==> config.mk <==
export PLATFORM = sky130hd
export DESIGN_NAME = store_formatter
export DESIGN_NICKNAME = d
export VERILOG_FILES = /design/src/rtl/store_formatter.sv
export SDC_FILE = /design/constraint.sdc
export NUM_CORES = 1
export LEC_CHECK = 0
export BUFFER_PORTS_ARGS = -buffer_cell sky130_fd_sc_hd__buf_2
export CAP_MARGIN = 10
export CORE_ASPECT_RATIO = 0.9
export CORE_UTILIZATION = 40
export CTS_BUF_LIST = sky130_fd_sc_hd__clkbuf_2
export CTS_CLUSTER_DIAMETER = 40
export DETAILED_ROUTE_END_ITERATION = 12
export GPL_TIMING_DRIVEN = 0
export PLACE_DENSITY = 0.61
export SKIP_LAST_GASP = 1
export SYNTH_ARGS = -nofsm -noshare
export SYNTH_HDL_FRONTEND = slang
export SYNTH_SLANG_ARGS = --single-unit
==> constraint.sdc <==
create_clock -name clk -period 3 [get_ports clk]
set_input_delay 0.6 -clock clk [delete_from_list [all_inputs] [get_ports clk]]
set_output_delay 0.6 -clock clk [all_outputs]
set_load 0.01 [all_outputs]
==> src/rtl/store_formatter.sv <==
// MEM-stage store formatter: lane-replicates register data, builds byte enables and word-aligns the
// address, behind a registered output plus one-entry skid buffer. Alignment faults: STORE_ALIGN_CHECK_EN.
module store_formatter #(
  parameter int NB_ADDR = 32,
  parameter int NB_DATA = 32
) (
  input  logic               clk,
  input  logic               i_rst_n,
  input  logic               i_flush,
  input  logic               i_valid,
  output logic               o_ready,
  input  logic [NB_ADDR-1:0] i_addr,
  input  logic [NB_DATA-1:0] i_data,
  input  logic [1:0]         i_size,
  output logic               o_mem_valid,
  input  logic               i_mem_ready,
  output logic [NB_ADDR-1:0] o_mem_addr,
  output logic [NB_DATA-1:0] o_mem_wdata,
  output logic [3:0]         o_mem_be,
  output logic               o_fault,
  output logic [NB_ADDR-1:0] o_fault_addr,
  output logic [1:0]         o_dbg_state
);

  // Handshake: a request transfers on a rising edge where i_valid && o_ready && !i_flush; a memory
  // write transfers where o_mem_valid && i_mem_ready. Both ready signals come from registers only.

  localparam int NB_ENT = NB_ADDR + NB_DATA + 4;

  typedef enum logic [1:0] {
    ST_EMPTY = 2'd0,
    ST_ONE   = 2'd1,
    ST_TWO   = 2'd2
  } state_t;

  state_t              state_q, state_d;
  logic [NB_ENT-1:0]   out_q, out_d;
  logic [NB_ENT-1:0]   skid_q, skid_d;
  logic [NB_ADDR-1:0]  fmt_addr;
  logic [NB_DATA-1:0]  fmt_wdata;
  logic [3:0]          fmt_be;
  logic [NB_ENT-1:0]   fmt_ent;
  logic                misaligned;
  logic                accept;
  logic                take;

  always_comb begin
    fmt_addr   = {i_addr[NB_ADDR-1:2], 2'b00};
    fmt_wdata  = i_data;
    fmt_be     = 4'b1111;
    misaligned = 1'b0;
    case (i_size)
      2'b00: begin
        fmt_wdata = {4{i_data[7:0]}};
        fmt_be    = 4'b0001 << i_addr[1:0];
      end
      2'b01: begin
        fmt_wdata = {2{i_data[15:0]}};
        fmt_be    = i_addr[1] ? 4'b1100 : 4'b0011;
      end
      default: ;  // word, and reserved size treated as word
    endcase
`ifdef STORE_ALIGN_CHECK_EN
    misaligned = ((i_size == 2'b01) && i_addr[0]) ||
                 ((i_size == 2'b10) && (i_addr[1:0] != 2'b00)) ||
                 (i_size == 2'b11);
`endif
    fmt_ent = {fmt_addr, fmt_wdata, fmt_be};
  end

  assign o_ready = (state_q != ST_TWO);
  assign accept  = i_valid && o_ready && !i_flush;
  // A faulting request is consumed but never enters the buffers.
  assign take    = accept && !misaligned;

  always_comb begin
    state_d = state_q;
    out_d   = out_q;
    skid_d  = skid_q;
    if (i_flush) begin
      state_d = ST_EMPTY;
    end else begin
      case (state_q)
        ST_EMPTY: begin
          if (take) begin
            out_d   = fmt_ent;
            state_d = ST_ONE;
          end
        end
        ST_ONE: begin
          if (take && i_mem_ready) begin
            out_d = fmt_ent;
          end else if (take) begin
            skid_d  = fmt_ent;
            state_d = ST_TWO;
          end else if (i_mem_ready) begin
            state_d = ST_EMPTY;
          end
        end
        ST_TWO: begin
          if (i_mem_ready) begin
            out_d   = skid_q;
            state_d = ST_ONE;
          end
        end
        default: state_d = ST_EMPTY;
      endcase
    end
  end

  always_ff @(posedge clk or negedge i_rst_n) begin
    if (!i_rst_n) begin
      state_q <= ST_EMPTY;
      out_q   <= '0;
      skid_q  <= '0;
    end else begin
      state_q <= state_d;
      out_q   <= out_d;
      skid_q  <= skid_d;
    end
  end

  assign o_mem_valid = (state_q != ST_EMPTY);
  assign o_mem_addr  = out_q[NB_ENT-1 -: NB_ADDR];
  assign o_mem_wdata = out_q[NB_DATA+3 -: NB_DATA];
  assign o_mem_be    = out_q[3:0];
  assign o_dbg_state = state_q;

`ifdef STORE_ALIGN_CHECK_EN
  logic               fault_q, fault_d;
  logic [NB_ADDR-1:0] fault_addr_q, fault_addr_d;

  always_comb begin
    fault_d      = accept && misaligned;
    fault_addr_d = fault_addr_q;
    if (fault_d) begin
      fault_addr_d = i_addr;
    end
  end

  always_ff @(posedge clk or negedge i_rst_n) begin
    if (!i_rst_n) begin
      fault_q      <= 1'b0;
      fault_addr_q <= '0;
    end else begin
      fault_q      <= fault_d;
      fault_addr_q <= fault_addr_d;
    end
  end

  assign o_fault      = fault_q;
  assign o_fault_addr = fault_addr_q;
`else
  assign o_fault      = 1'b0;
  assign o_fault_addr = '0;
`endif

endmodule

==> impl_metrics.yaml, run 1 <==
outcome:
  status: "completed"
min_path:
  worstHoldStart: "i_addr[31]"
  hold_path_class: "in2reg"
  min_to: "skid_q[67]"
  hold_depth: 2
setup_path:
  setup.worst_path.class: "reg2out"
  crit_arrival_ps: 2020
  path_max_fanout: 13
  r2r_cells: 6
  start_kind: "flip-flop"
  r2r-end: "out_q[67]"
  r2r_slack_ps: 890
  r2r-start: "o_dbg_state[1]"
  required_ps: 2400
  setup.worst_path.end_class: "output port"
finish:
  final_common_cell: "nand2_1"
  utilization: 0.492
  syn_to_final_growth_pct: 20.4
  fin_cells: 1016
  fin_nets: 865
  fillCellCount: 1542
  final_cell_mix: "nand2_1, buf_2, dfrtp_1"
  layout-drive-gt1-share: 0.399
power:
  power_mw: 4.67
  ir_worst_vdd_uv: 265
  leakagePower_nw: 4.07
  power.density_nw_per_um2: 589
floorplanning:
  io_pins: 176
  dieArea_sq_um: 17000
  die_x_um: 137
  rows: 44
  core_area_sq_um: 16100
  die_h_um: 124
  start_util: 0.408
placement:
  hpwl_mm: 11.6
  gp_congestion: 0.832
  port_buffers: 139
  dp.cells: 981
synthesis:
  synth.distinct_cells: 29
  synth_area_leaders: "dfrtp_1, nand2_1, mux2_4"
  netlist_area_sq_um: 6590
  avgSynthCellArea_sq_um: 11.0
  synth_flop_cell: "dfrtp_1"
  synth_edf_count: 0
  postSynthCellCount: 600
  ys_warn_count: 0
  synth_top_cell_by_area: "dfrtp_1"
  synthArstFlopShare: 1.00
  ys_ff_latch: 134
  synth_top_area_frac: 0.509
  ys_seq_area_frac: 0.509
sta:
  relSlewSlack: 0.534
  setup_viol: 0
  hold_viol: 0
  post-route-min-period_ps: 2620
  fin_skew_ps: 26.1
  setup-tns-final_ps: 0
  maxSlewViolCount: 0
  rsz0062_at_grt: "false"
  worstMarginPinSlew_ps: 699
  timing.final.crit_share: 0.874
  max_freq_mhz: 381
detailed_routing:
  ant_nets: 0
  drt_iter0_drc: 293
  drcViolationCount: 0
  vias_per_cell: 4.87
  wire_per_inst_um: 15.9
  totalWireLength_mm: 16.2
  firstDrtPassIters: 5
  vias: 4945
grt:
  grt_pass1_wl_mm: 25.1
  grt_util_all_layers: 0.200
  grt_pass1_vias: 4766
  use_met3: 0.0513
  met2_usage: 0.305
  grt_overflow: 0
  grt_max_degree: 95
  antenna_found_initial: 2
  met1_usage: 0.274
  grt_busiest_layer: "met2"
clock_tree:
  h-tree-depth: 4
  cts_tree: "built"
  clock_latency_ps: 700
  cts_buffer_depth: 2
  numCtsBuffers: 17
  path_clk_slew_ps: 190
  ctsResizeCount: 0
  cts.sinks: 134
  root_buffer: "clkbuf_2"
job:
  cap_violations: 0
-- layer usage --
metal	share of wire	wire (um)	up-vias
li1	-	-	2336
met1	0.46	7460	2446
met2	0.47	7530	144
met3	0.054	879	19
met4	0.017	282	0
met5	0	0	-
-- Yosys cell counts, types with 8 or more instances --
library cell  number
nand2_1          171
dfrtp_1          134
mux2_2            51
mux2_4            40
o21ai_0           39
buf_4             35
mux2i_1           17
o31ai_1           17
buf_2             16
nor2b_1           16
clkbuf_1          13
mux2_1            13
a211oi_1           8
-- worst max path at each step --
| stage | start | to | slack [ps] | depth (start not counted) |
|---|---|---|---|---|
| after floorplan | i_size[0] | out_q[12] | 1190 | 5 |
| after global placement | i_rst_n | out_q[44] | -500 | 1 |
| after detailed placement | i_valid | skid_q[30] | 780 | 7 |
| after CTS | o_dbg_state[1] | o_ready | 40 | 4 |
| after global routing | o_dbg_state[0] | o_ready | 110 | 3 |
| final | o_dbg_state[1] | o_ready | 380 | 3 |
-- cell type report --
cell class	count	area (sq um)	area share
flip-flops and latches	134	3350	0.423
clock inverters	14	116	0.0147
multi-input cells	427	2880	0.364
diodes	2	5.00	0.000631
clock buffers	18	90.1	0.0114
well taps	207	259	0.0327
repair buffers	142	749	0.0945
inverters	2	7.51	0.000947
plain buffers	70	467	0.0589
-- worst max-delay path, stage by stage (launching register included) --
cell	delay, ps
dfrtp_1	510
and2b_1	250
inv_1	350
buf_2	220
-- flip-flops by register name (all words and copies together) (netlist names) --
signal,count
o_dbg_state,2
out_q,66
skid_q,66
-- through the flow --
step | worst slack [ps] | instance area, sq um | hold WS (ps)
2_1_floorplan | 1190 | 6710 | 304
3_3_place_gp | -496 | 7670 | 457
3_5_place_dp | 778 | 7700 | 466
4_1_cts | 43.1 | 7930 | 27.8
5_1_grt | 107 | 7930 | 19.5
6_report | 377 | 7930 | 112
-- report_power, final --
part	total [mW]	switching [mW]	internal (mW)
registers	2.48	0.233	2.25
logic	1.18	0.541	0.637
clock network	1.01	0.651	0.362
total	4.67	1.43	3.24
-- repair_timing --
| item | 4_1_cts | 5_1_grt |
|---|---|---|
| setup endpoints to repair | 0 | 1 |
| hold buffers | 2 | 0 |
| buffers inserted | 0 | 0 |
| hold endpoints to repair | 41 | 0 |
-- logic make-up after synthesis --
logic type,share of synthesized area
simple gates,0.127
flops,0.509
mux,0.226
buf+inv,0.0726
compound gates,0.0642
other cells,0.000569
Note: power is estimated with default switching activity, not from simulation.
==> run 2: changes to the inputs <==
--- a/config.mk
+++ b/config.mk
@@ -7,13 +7,15 @@
 export LEC_CHECK = 0
 export BUFFER_PORTS_ARGS = -buffer_cell sky130_fd_sc_hd__buf_2
 export CAP_MARGIN = 10
+export CELL_PAD_IN_SITES_DETAIL_PLACEMENT = 1
+export CELL_PAD_IN_SITES_GLOBAL_PLACEMENT = 1
 export CORE_ASPECT_RATIO = 0.9
 export CORE_UTILIZATION = 40
 export CTS_BUF_LIST = sky130_fd_sc_hd__clkbuf_2
 export CTS_CLUSTER_DIAMETER = 40
 export DETAILED_ROUTE_END_ITERATION = 12
 export GPL_TIMING_DRIVEN = 0
-export PLACE_DENSITY = 0.61
+export PLACE_DENSITY = 0.77
 export SKIP_LAST_GASP = 1
 export SYNTH_ARGS = -nofsm -noshare
 export SYNTH_HDL_FRONTEND = slang
==> impl_metrics.yaml, run 2 (synthesized netlist as in run 1, its figures left out) <==
grt:
  grt_util_all_layers: 0.224
  grt_overflow: 0
  grt_pass1_vias: 5401
  grt_pass1_wl_mm: 28.3
  grt_max_degree: 97
  antenna_found_initial: 1
sta:
  timing.final.crit_share: 0.900
  worst_hold_slack_ps: 109
  rsz0062_at_grt: "false"
  relSlewSlack: 0.552
  fin_skew_ps: 31.9
  setup_viol: 0
  hold_viol: 0
  worstMarginPinSlew_ps: 672
  post-route-min-period_ps: 2700
  worst_slack_ps: 300
  maxSlewViolCount: 0
  max_freq_mhz: 370
detailed_routing:
  ant_nets: 0
  vias_per_cell: 4.99
  drcViolationCount: 0
  totalWireLength_mm: 17.9
  vias: 5049
  drt_iter0_drc: 190
  firstDrtPassIters: 4
  wire_per_inst_um: 17.7
finish:
  final_cell_mix: "nand2_1, buf_2, dfrtp_1"
  layout-drive-gt1-share: 0.401
  multiInputGateArea_sq_um: 2880
  final_common_cell: "nand2_1"
  regArea_sq_um: 3350
  fillCellCount: 1888
  syn_to_final_growth_pct: 19.3
  fin_nets: 865
power:
  ir_worst_vdd_uv: 253
  power.density_nw_per_um2: 575
  leakagePower_nw: 4.04
setup_path:
  setup.worst_path.class: "reg2out"
  crit_path_end: "o_ready"
  crit_arrival_ps: 2100
  r2r_slack_ps: 830
  setup.worst_path.end_class: "output port"
  r2r_cells: 6
  start_kind: "flip-flop"
  r2r-end: "out_q[10]"
  path_max_fanout: 13
  cp-startpoint: "o_dbg_state[1]"
  required_ps: 2400
  r2r-start: "o_dbg_state[1]"
floorplanning:
  die_h_um: 124
  rows: 44
  die_x_um: 137
  dieArea_sq_um: 17000
  core_area_sq_um: 16100
  start_util: 0.408
  io_pins: 176
clock_tree:
  ctsResizeCount: 0
  root_buffer: "clkbuf_2"
  path_clk_slew_ps: 180
  h-tree-depth: 4
  cts_buffer_depth: 2
  clock_latency_ps: 720
  cts.sinks: 134
  numCtsBuffers: 17
  cts_setup_buffers: 0
  cts_tree: "built"
job:
  cap_violations: 0
min_path:
  hold_path_class: "in2reg"
placement:
  port_buffers: 139
  gp_congestion: 0.818
  place_ws_ps: 723
  hpwl_mm: 13.3
outcome:
  status: "completed"
[run 2: what timing repair did]
action	in CTS	in global routing
setup endpoints to repair	1	0
hold buffers	1	1
hold endpoints to repair	38	1
[run 2: per-stage QoR]
step | utilization | area, sq um | setup TNS [ps] | power [mW] | cells
2_1_floorplan | - | 6710 | 0 | 3.23 | 634
3_3_place_gp | 0.475 | 7670 | -66630 | 3.64 | 980
3_5_place_dp | 0.478 | 7700 | 0 | 3.74 | 981
4_1_cts | 0.487 | 7850 | 0 | 4.57 | 1009
5_1_grt | 0.487 | 7860 | 0 | 4.82 | 1010
6_report | 0.487 | 7860 | 0 | 4.52 | 1011
[run 2: layout make-up]
type / count / area share
antenna: 1 / 0.000318
clock buffer: 20 / 0.0127
inverter: 2 / 0.000955
clock inverter: 8 / 0.00493
timing repair buffer: 142 / 0.0954
tap: 207 / 0.0330
buffer: 70 / 0.0594
multi-input combinational: 427 / 0.367
sequential: 134 / 0.427
[run 2: worst min path at each step]
stage / start / endpoint / slack (ps) / depth (start not counted)
4_1_cts: i_flush / o_dbg_state[0] / 20 / 2
2_1_floorplan: i_rst_n / o_dbg_state[0] / 300 / 0
3_5_place_dp: skid_q[25] / skid_q[25] / 470 / 2
6_report: i_addr[30] / skid_q[66] / 110 / 2
3_3_place_gp: skid_q[1] / skid_q[1] / 460 / 2
5_1_grt: i_addr[24] / skid_q[60] / 20 / 2
[run 2: power breakdown]
group	internal [mW]	leakage [nW]	switching, mW	total [mW]
registers	2.25	1.62	0.247	2.49
clock network	0.194	0.112	0.636	0.831
logic	0.637	2.31	0.561	1.20
[run 2: critical path, stage by stage (launching register included)]
cell     delay, ps
dfrtp_1        510
and2b_1        260
inv_1          400
buf_2          230
[run 2: metal layers]
layer  share of wire  up-vias  global-route usage  wire (um)
li1                -     2325                   -          -
met1            0.43     2545               0.278       7730
met2            0.50      143               0.376       8880
met3           0.050       36              0.0513        888
met4           0.021        0              0.0962        382
met5               0        -                   0          0
